<file path="src/rtl/mcp3008_responder.sv">
// MCP3008-style SPI ADC responder.
// Resynchronises the initiator's dclk/cs_n/din into the clk domain and
// answers each conversion request with a 10-bit channel code. The code goes
// out MSB first and then LSB first. Single-ended or differential codes are
// taken from the ch_data bus.
module mcp3008_responder #(
   parameter int SYNC_STAGES = 2
) (
   input  logic        clk,
   input  logic        rst_n,
   input  logic        dclk,
   input  logic        cs_n,
   input  logic        din,
   output logic        dout,
   output logic        dout_oe,
   input  logic [79:0] ch_data,
   output logic        frame_done,
   output logic        frame_sgl,
   output logic [2:0]  frame_ch,
   output logic [9:0]  frame_code,
   output logic [7:0]  abort_cnt
);

   localparam int S = SYNC_STAGES;

   typedef enum logic [2:0] {
      IDLE,
      START,
      CFG,
      NULL,
      MSB,
      LSB,
      ZERO
   } state_t;

   // ------------------------------------------------------------------
   // Input synchronisers and edge detection
   // ------------------------------------------------------------------
   logic [S-1:0] dclk_sync_reg;
   logic [S-1:0] cs_sync_reg;
   logic [S-1:0] din_sync_reg;
   logic [S-1:0] flush_reg;
   logic         dclk_prev_reg;
   logic         cs_prev_reg;

   logic dclk_s;
   logic cs_s;
   logic din_s;
   logic flushed;
   logic dclk_rise;
   logic dclk_fall;
   logic cs_rise;
   logic cs_fall;

   // Shift the asynchronous pins through the synchroniser chains. The flush
   // chain marks when the chain outputs reflect real pin samples again after
   // a reset.
   always_ff @(posedge clk) begin
      if (!rst_n) begin
         dclk_sync_reg <= '0;
         cs_sync_reg   <= '1;
         din_sync_reg  <= '0;
         flush_reg     <= '0;
         dclk_prev_reg <= 1'b0;
         cs_prev_reg   <= 1'b1;
      end else begin
         dclk_sync_reg <= {dclk_sync_reg[S-2:0], dclk};
         cs_sync_reg   <= {cs_sync_reg[S-2:0], cs_n};
         din_sync_reg  <= {din_sync_reg[S-2:0], din};
         flush_reg     <= {flush_reg[S-2:0], 1'b1};
         dclk_prev_reg <= dclk_sync_reg[S-1];
         cs_prev_reg   <= cs_sync_reg[S-1];
      end
   end

   assign dclk_s    = dclk_sync_reg[S-1];
   assign cs_s      = cs_sync_reg[S-1];
   assign din_s     = din_sync_reg[S-1];
   assign flushed   = flush_reg[S-1];
   assign dclk_rise = dclk_s & ~dclk_prev_reg;
   assign dclk_fall = ~dclk_s & dclk_prev_reg;
   assign cs_rise   = cs_s & ~cs_prev_reg;
   assign cs_fall   = ~cs_s & cs_prev_reg;

   // ------------------------------------------------------------------
   // Channel selection and code computation
   // ------------------------------------------------------------------
   logic [9:0]  ch_arr [8];
   logic [3:0]  cfg_reg;
   logic [3:0]  cfg_next;
   logic [2:0]  sel_p;
   logic [2:0]  sel_n;
   logic [9:0]  in_p;
   logic [9:0]  in_n;
   logic [10:0] diff;
   logic [9:0]  code_calc;

   generate
      for (genvar gi = 0; gi < 8; gi++) begin : g_ch
         assign ch_arr[gi] = ch_data[10*gi +: 10];
      end
   endgenerate

   // cfg_reg holds {SGL, D2, D1, D0}; the differential partner differs in D0
   assign sel_p = cfg_reg[2:0];
   assign sel_n = {cfg_reg[2:1], ~cfg_reg[0]};
   assign in_p  = ch_arr[sel_p];
   assign in_n  = ch_arr[sel_n];
   assign diff  = {1'b0, in_p} - {1'b0, in_n};

   // Single-ended passes the channel through. Differential clips at zero
   // and clamps the 11-bit difference to 10 bits.
   always_comb begin
      code_calc = 10'd0;
      if (cfg_reg[3]) begin
         code_calc = in_p;
      end else if (in_p >= in_n) begin
         code_calc = diff[10] ? 10'h3FF : diff[9:0];
      end
   end

   // ------------------------------------------------------------------
   // Frame state machine
   // ------------------------------------------------------------------
   state_t      state_reg,      state_next;
   logic [3:0]  bit_cnt_reg,    bit_cnt_next;
   logic [9:0]  code_reg,       code_next;
   logic        latch_reg,      latch_next;
   logic        armed_reg,      armed_next;
   logic        dout_reg,       dout_next;
   logic        dout_oe_reg,    dout_oe_next;
   logic        frame_done_reg, frame_done_next;
   logic        frame_sgl_reg,  frame_sgl_next;
   logic [2:0]  frame_ch_reg,   frame_ch_next;
   logic [9:0]  frame_code_reg, frame_code_next;
   logic [7:0]  abort_cnt_reg,  abort_cnt_next;

   // State and datapath register update
   always_ff @(posedge clk) begin
      if (!rst_n) begin
         state_reg      <= IDLE;
         bit_cnt_reg    <= 4'd0;
         cfg_reg        <= 4'd0;
         code_reg       <= 10'd0;
         latch_reg      <= 1'b0;
         armed_reg      <= 1'b0;
         dout_reg       <= 1'b0;
         dout_oe_reg    <= 1'b0;
         frame_done_reg <= 1'b0;
         frame_sgl_reg  <= 1'b0;
         frame_ch_reg   <= 3'd0;
         frame_code_reg <= 10'd0;
         abort_cnt_reg  <= 8'd0;
      end else begin
         state_reg      <= state_next;
         bit_cnt_reg    <= bit_cnt_next;
         cfg_reg        <= cfg_next;
         code_reg       <= code_next;
         latch_reg      <= latch_next;
         armed_reg      <= armed_next;
         dout_reg       <= dout_next;
         dout_oe_reg    <= dout_oe_next;
         frame_done_reg <= frame_done_next;
         frame_sgl_reg  <= frame_sgl_next;
         frame_ch_reg   <= frame_ch_next;
         frame_code_reg <= frame_code_next;
         abort_cnt_reg  <= abort_cnt_next;
      end
   end

   // Next-state logic. A cs_n rise beats any dclk edge in the same cycle.
   always_comb begin
      state_next      = state_reg;
      bit_cnt_next    = bit_cnt_reg;
      cfg_next        = cfg_reg;
      code_next       = code_reg;
      latch_next      = 1'b0;
      armed_next      = armed_reg;
      dout_next       = dout_reg;
      dout_oe_next    = dout_oe_reg;
      frame_done_next = 1'b0;
      frame_sgl_next  = frame_sgl_reg;
      frame_ch_next   = frame_ch_reg;
      frame_code_next = frame_code_reg;
      abort_cnt_next  = abort_cnt_reg;

      // Only a cs_n that has really been seen high may start a frame. This
      // keeps a reset under a low cs_n from starting a bogus frame.
      if (flushed && cs_s) begin
         armed_next = 1'b1;
      end

      // Capture the code one clk after D0; later ch_data changes are ignored
      if (latch_reg) begin
         code_next = code_calc;
      end

      if (state_reg != IDLE && cs_rise) begin
         state_next   = IDLE;
         bit_cnt_next = 4'd0;
         dout_next    = 1'b0;
         dout_oe_next = 1'b0;
         if (state_reg == LSB || state_reg == ZERO) begin
            frame_done_next = 1'b1;
            frame_sgl_next  = cfg_reg[3];
            frame_ch_next   = cfg_reg[2:0];
            frame_code_next = code_reg;
         end else if (abort_cnt_reg != 8'hFF) begin
            abort_cnt_next = abort_cnt_reg + 8'd1;
         end
      end else begin
         case (state_reg)
            IDLE: begin
               dout_next    = 1'b0;
               dout_oe_next = 1'b0;
               if (armed_reg && cs_fall) begin
                  state_next   = START;
                  dout_oe_next = 1'b1;
               end
            end
            START: begin
               if (dclk_rise && din_s) begin
                  state_next   = CFG;
                  bit_cnt_next = 4'd0;
               end
            end
            CFG: begin
               if (dclk_rise) begin
                  cfg_next = {cfg_reg[2:0], din_s};
                  if (bit_cnt_reg == 4'd3) begin
                     state_next   = NULL;
                     bit_cnt_next = 4'd0;
                     latch_next   = 1'b1;
                  end else begin
                     bit_cnt_next = bit_cnt_reg + 4'd1;
                  end
               end
            end
            NULL: begin
               if (dclk_fall) begin
                  dout_next    = 1'b0;
                  state_next   = MSB;
                  bit_cnt_next = 4'd9;
               end
            end
            MSB: begin
               if (dclk_fall) begin
                  dout_next = code_reg[bit_cnt_reg];
                  if (bit_cnt_reg == 4'd0) begin
                     state_next   = LSB;
                     bit_cnt_next = 4'd1;
                  end else begin
                     bit_cnt_next = bit_cnt_reg - 4'd1;
                  end
               end
            end
            LSB: begin
               if (dclk_fall) begin
                  dout_next = code_reg[bit_cnt_reg];
                  if (bit_cnt_reg == 4'd9) begin
                     state_next = ZERO;
                  end else begin
                     bit_cnt_next = bit_cnt_reg + 4'd1;
                  end
               end
            end
            ZERO: begin
               if (dclk_fall) begin
                  dout_next = 1'b0;
               end
            end
            default: begin
               state_next   = IDLE;
               dout_next    = 1'b0;
               dout_oe_next = 1'b0;
            end
         endcase
      end
   end

   assign dout       = dout_reg;
   assign dout_oe    = dout_oe_reg;
   assign frame_done = frame_done_reg;
   assign frame_sgl  = frame_sgl_reg;
   assign frame_ch   = frame_ch_reg;
   assign frame_code = frame_code_reg;
   assign abort_cnt  = abort_cnt_reg;

endmodule

</file>
<file path="config.mk">
export PLATFORM = sky130hd
export DESIGN_NAME = mcp3008_responder
export DESIGN_NICKNAME = d
export VERILOG_FILES = /design/src/rtl/mcp3008_responder.sv
export SDC_FILE = /design/constraint.sdc
export NUM_CORES = 1
export LEC_CHECK = 0
export ABC_CLOCK_PERIOD_IN_PS = 3300
export BUFFER_PORTS_ARGS = -buffer_cell sky130_fd_sc_hd__buf_4
export CORE_MARGIN = 5
export CORE_UTILIZATION = 48
export DETAILED_ROUTE_END_ITERATION = 10
export PLACE_DENSITY = 0.77
export SETUP_SLACK_MARGIN = 0.3
export SYNTH_ARGS = -nofsm -noshare
export SYNTH_HDL_FRONTEND = slang
export SYNTH_SLANG_ARGS = --single-unit
</file>
<file path="constraint.sdc">
create_clock -name clk -period 3.3 [get_ports clk]
set_input_delay 0.165 -clock clk [delete_from_list [all_inputs] [get_ports clk]]
set_output_delay 0.165 -clock clk [all_outputs]
set_load 0.005 [all_outputs]
</file>
Word-level counts from Yosys, hierarchy flattened
Index checks and enable logic that the tools add are counted.
- add/subtract/negate cells: 4
- $lt $le $gt $ge: 4
- equal/unequal tests: 21
- multiplexer cells: 38
- bitwise operators: 18
- reduce and logical (&&, ||, !) cells: 22
- operators by type and width (kind ; count):
    2-to-1 mux 10 bit ; 7
    binary-select mux 10 bit (select 3 bit) ; 2
    2-to-1 mux 4 bit ; 8
    2-to-1 mux 3 bit ; 9
    one-hot mux 3 bit (7 select lines) ; 1
    one-hot mux 4 bit (5 select lines) ; 1
    inequality test 2 bit (second input constant) ; 9
    NOT 1 bit ; 12
    subtractor 10 x 10 -> 11 bit ; 1
    >= comparator 10 bit ; 1
    AND reduction 10 bit ; 1
    == test 3 bit (second input constant) ; 3
    AND reduction 3 bit ; 3
    adder 8 x 1 -> 8 bit (second input constant) ; 1
    >= comparator 4 bit (second input constant) ; 2
    inequality test 8 bit (second input constant) ; 1
    NOT 3 -> 4 bit ; 2
    OR reduction 2 bit ; 4
    2-to-1 mux 1 bit ; 7
    AND reduction 7 bit ; 1
    == test 3 x 2 -> 1 bit (second input constant) ; 2
    inequality test 2 x 1 -> 1 bit (second input constant) ; 3
    OR reduction 6 bit ; 1
    less-than comparator 4 x 5 -> 1 bit (second input constant) ; 1
    17 further kinds ; 24
- bits in registers: 58
- output and inout port bits: 25
- logic and storage cells: 127

Depth between registers and ports, before layout
- depth after elaboration: 9
- depth in mapped cells: 12
- mapped depth without buffers: 10

Least setup slack after synthesis
Ideal clock, no wire load.
- kind: register to register
- from: register cfg_reg[1]
- to: register code_reg[9]
- arrival time: 3.249 ns
- data required time: 3.226 ns
- slack: -0.024 ns
- stages on the path, launching flop included: 13
- buffers on the path: 3
- cells stage by stage: dfxtp_1 buf_2 buf_2 mux4_2 mux2_2 ha_1 o211a_1 o31ai_1 a31o_2 a211o_1 clkbuf_1 a211o_1 o21ai_0
- cells in the longest elaborated chain, start to end: 8
- elaborated cells on any way between the ends: 13
- classes of those cells: add/sub (1); order compare (1); mux (9); bitwise (2)
- ends and longest elaborated chain (element ; RTL line ; RTL):
    from (decl) ; 89 ; logic [3:0] cfg_reg;
    from (signal assigned) ; 157 ; cfg_reg <= cfg_next;
    NOT 3 -> 4 bit, on equally long branches ; 107, 108 ;
    binary-select mux 10 bit (select 3 bit), on equally long branches ; 107, 108 ;
    2-to-1 mux 10 bit, on equally long branches (2 in series) ; 107, 108 ;
    subtractor 10 x 10 -> 11 bit ; 109 ; assign diff = {1'b0, in_p} - {1'b0, in_n};
    2-to-1 mux 10 bit ; 118 ; code_calc = diff[10] ? 10'h3FF : diff[9:0];
    2-to-1 mux 10 bit ; 117 ; end else if (in_p >= in_n) begin
    2-to-1 mux 10 bit (*) ; 115 ; if (cfg_reg[3]) begin
    to (signal assigned) ; 158 ; code_reg <= code_next;
    to (decl) ; 127 ; logic [9:0] code_reg, code_next;
Every way passes the cells marked *; elsewhere a longest branch is shown, timed or not. The select of a mux whose other input is x is not followed.
A chain may end at the register's enable or synchronous reset.

Final worst setup path
- from: register cfg_reg[1]
- to: register code_reg[6]
The elaborated chain is that of the path after synthesis.

==> results.sh <==
export IMPL_run_status="finished clean"
export IMPL_grt_max_degree=31
export IMPL_finalSetupViolations=0
export IMPL_tritoncts="done"
export IMPL_n_fill_cell=641
export IMPL_drv_slew=0
export IMPL_start_kind="register"
export IMPL_core_area_um2=8090
export IMPL_power_total_mw=1.79
export IMPL_static_leakage_power_nw=2.24
export IMPL_r2r_start="cfg_reg[1]"
export IMPL_drive_above_1_share_pct=40.2
export IMPL_syn_num_nets=516
export IMPL_grt_pass1_vias=3816
export IMPL_rsz0062_at_grt="yes"
export IMPL_antennaDiodeCount=0
export IMPL_die_x_um=101
export IMPL_r2r_end="code_reg[6]"
export IMPL_start_util_pct=48.6
export IMPL_cts_sinks=58
export IMPL_vias_per_cell=5.88
export IMPL_slowest_delay_ns=0.53
export IMPL_hold_buffers=0
export IMPL_ys_types=58
export IMPL_dieArea_um2=10100
export IMPL_synth_area_per_cell_um2=9.46
export IMPL_die_h_um=101
export IMPL_drv_cap=0
export IMPL_slew_headroom_pct=34.5
export IMPL_tightest_slew_ns=0.981
export IMPL_crit_start="cfg_reg[1]"
export IMPL_synthArstFlopShare_pct=0
export IMPL_fmax_ghz=0.329
export IMPL_worstSetupPathType="register to register"
export IMPL_period_share_pct=92.1
export IMPL_dr_pass1_iters=6
export IMPL_dp_hpwl_um=7960
export IMPL_seq_area_um2=1160
export IMPL_syn2layout_area_growth_pct=35.7
export IMPL_final_nets=630
export IMPL_crit_path_end_kind="register"
export IMPL_clock_path_buffers=2
export IMPL_syn_area_um2=3930
export IMPL_wire_per_inst_um=16.5
export IMPL_grt_pass1_wl_um=17500
export IMPL_fin_util_pct=66.0
export IMPL_regToRegSetupSlack_ns=0.26
export IMPL_critPathArrivalTime_ns=3.29
export IMPL_drc_errors=0
export IMPL_worst_path_max_fanout=6
export IMPL_r2r_cells=10
export IMPL_cp_endpoint="code_reg[6]"
export IMPL_syn_inst=416
export IMPL_peakVddDrop_uv=232
export IMPL_num_io_pins=110
export IMPL_grt_ovfl_total=0
export IMPL_vias=3766
export IMPL_min_period_ns=3.04
export IMPL_worstPathRequired_ns=3.55
export IMPL_finClkSkew_ns=0.0120
export IMPL_grt_total_usage_pct=21.4
export IMPL_numCtsBuffers=9
export IMPL_fp_row_count=33
export IMPL_wirelength_um=10600
export IMPL_gp_congestion=0.902
export IMPL_synth_edf_count=0
export IMPL_h_tree_depth=3
export IMPL_ys_warn_count=0
export IMPL_clock_latency_ns=0.34
export IMPL_ys_dominant_reg_cell="dfxtp_1"
export IMPL_cp_cell_sequence="buf_8, mux4_2, mux2_4, ha_4, o211a_1, o31ai_2, a31o_2, a211o_4, a21o_1, a31oi_1"
export IMPL_clk_pin_slew_ns=0.07
export IMPL_drt_iter0_drc=221
export IMPL_finalHoldViolCount=0
export IMPL_antenna_found_initial=0
export IMPL_io_buffers=109
export IMPL_fin_setup_tns_ns=0
export IMPL_hold_path_class="primary input to register"
export IMPL_multi_input_area_um2=2820
export IMPL_powerDensity_nw_per_um2=335
export IMPL_cp_slowest_cell="mux4_2"
export IMPL_ant_nets=0
export IMPL_ys_ff_latch=58
export IMPL_root_buffer="clkbuf_8"
export IMPL_yosysSeqAreaShare_pct=29.5
final cells by class:
cell class                 instances  share of cell area (%)
clock buffer                      10                    2.58
timing repair buffer             130                    18.8
inverter                          11                   0.773
multi-input combinational        320                    52.8
tap                              105                    2.46
sequential                        58                    21.8
clock inverter                     6                   0.797
worst min path at each step:
| stage | from | to | cells after the start |
|---|---|---|---|
| floorplan | rst_n | flush_reg[0] | 0 |
| global placement | cs_n | cs_sync_reg[0] | 2 |
| detailed placement | cs_n | cs_sync_reg[0] | 2 |
| CTS | cs_n | cs_sync_reg[0] | 2 |
| global route | cs_n | cs_sync_reg[0] | 2 |
| finish | cs_n | cs_sync_reg[0] | 2 |
layer usage:
| metal | track usage [%] | routed length (µm) |
|---|---|---|
| met2 | 37.2 | 5340 |
| met4 | 8.08 | 265 |
| met1 | 25.2 | 4200 |
| met5 | 0 | 0 |
| met3 | 5.81 | 756 |
through the flow:
step           setup WS, ns  cells  hold WS [ns]  cell area, µm²
2_1_floorplan         0.318    416         0.193            4010
3_3_place_gp          0.223    614         0.356            4910
3_5_place_dp          0.128    614         0.369            4910
4_1_cts               0.291    637       0.00857            5260
5_1_grt               0.139    640        0.0181            5340
6_report              0.260    640        0.0195            5340
cell usage in the layout (no fill, tap or decap), drive strengths merged, types with 11 or more instances in the layout:
master	count
mux4	26
dfxtp	58
a31oi	14
nor2	41
nand2b	12
o21ai	21
mux2i	32
a21o	12
inv	11
a21oi	21
ha	14
mux2	11
nand2	26
buf	130
cells in the mapped netlist (all sizes together), types with 2 or more instances:
master	instances	area share (%)
dfxtp	58	30
nor2	41	3.9
mux2i	32	8.1
mux4	26	15
nand2	26	2.5
a21oi	21	3.0
o21ai	21	2.7
a31oi	14	2.2
buf	14	1.7
clkbuf	14	1.3
ha	14	4.5
a21o	12	2.4
nand2b	12	1.9
inv	11	1.0
mux2	11	3.1
and2	10	1.7
xor2	10	2.2
nor3	7	0.89
nand3	5	0.64
a211oi	4	0.76
nand4	4	0.64
xnor2	4	0.89
and3	3	0.48
nor2b	3	0.48
nor3b	3	0.57
o31ai	3	0.57
a211o	2	0.45
a32o	2	0.51
o2111ai	2	0.45
o21a	2	0.38
or2	2	0.32
or3	2	0.32
power by group:
part / total, mW / internal (mW) / switching (mW)
sequential: 0.753 / 0.716 / 0.0367
clock: 0.593 / 0.292 / 0.301
combinational: 0.440 / 0.235 / 0.206
kinds of logic (layout without fill, tap and decap cells):
logic type	after synthesis	after routing	share of synthesized area [%]
flip-flops	58	58	29.5
multiplexers	69	69	26.2
adder cells (fa/ha/maj)	15	15	4.96
AO/OA/AOI/OAI	97	98	16.5
XOR/XNOR	14	14	3.12
buffers and inverters	39	157	4.07
AND/OR/NAND/NOR	124	124	15.6
worst max-delay path: cells and delay by family (launching register included):
family                   cells  cell delay, ns
flip-flops                   1            0.42
adder cells (fa/ha/maj)      1            0.31
AO/OA/AOI/OAI                6            1.24
buffers and inverters        1            0.15
multiplexers                 2            0.84
repair_timing:
action / CTS / global route
gates resized for setup: 24 / 9
endpoints found under the setup margin: 10 / 10
cloned: 1 / 0
hold endpoints to repair: 0 / 0
pin swaps: 4 / 12
setup buffers: 6 / 3
No activity file was read; power rests on OpenSTA's default activity.
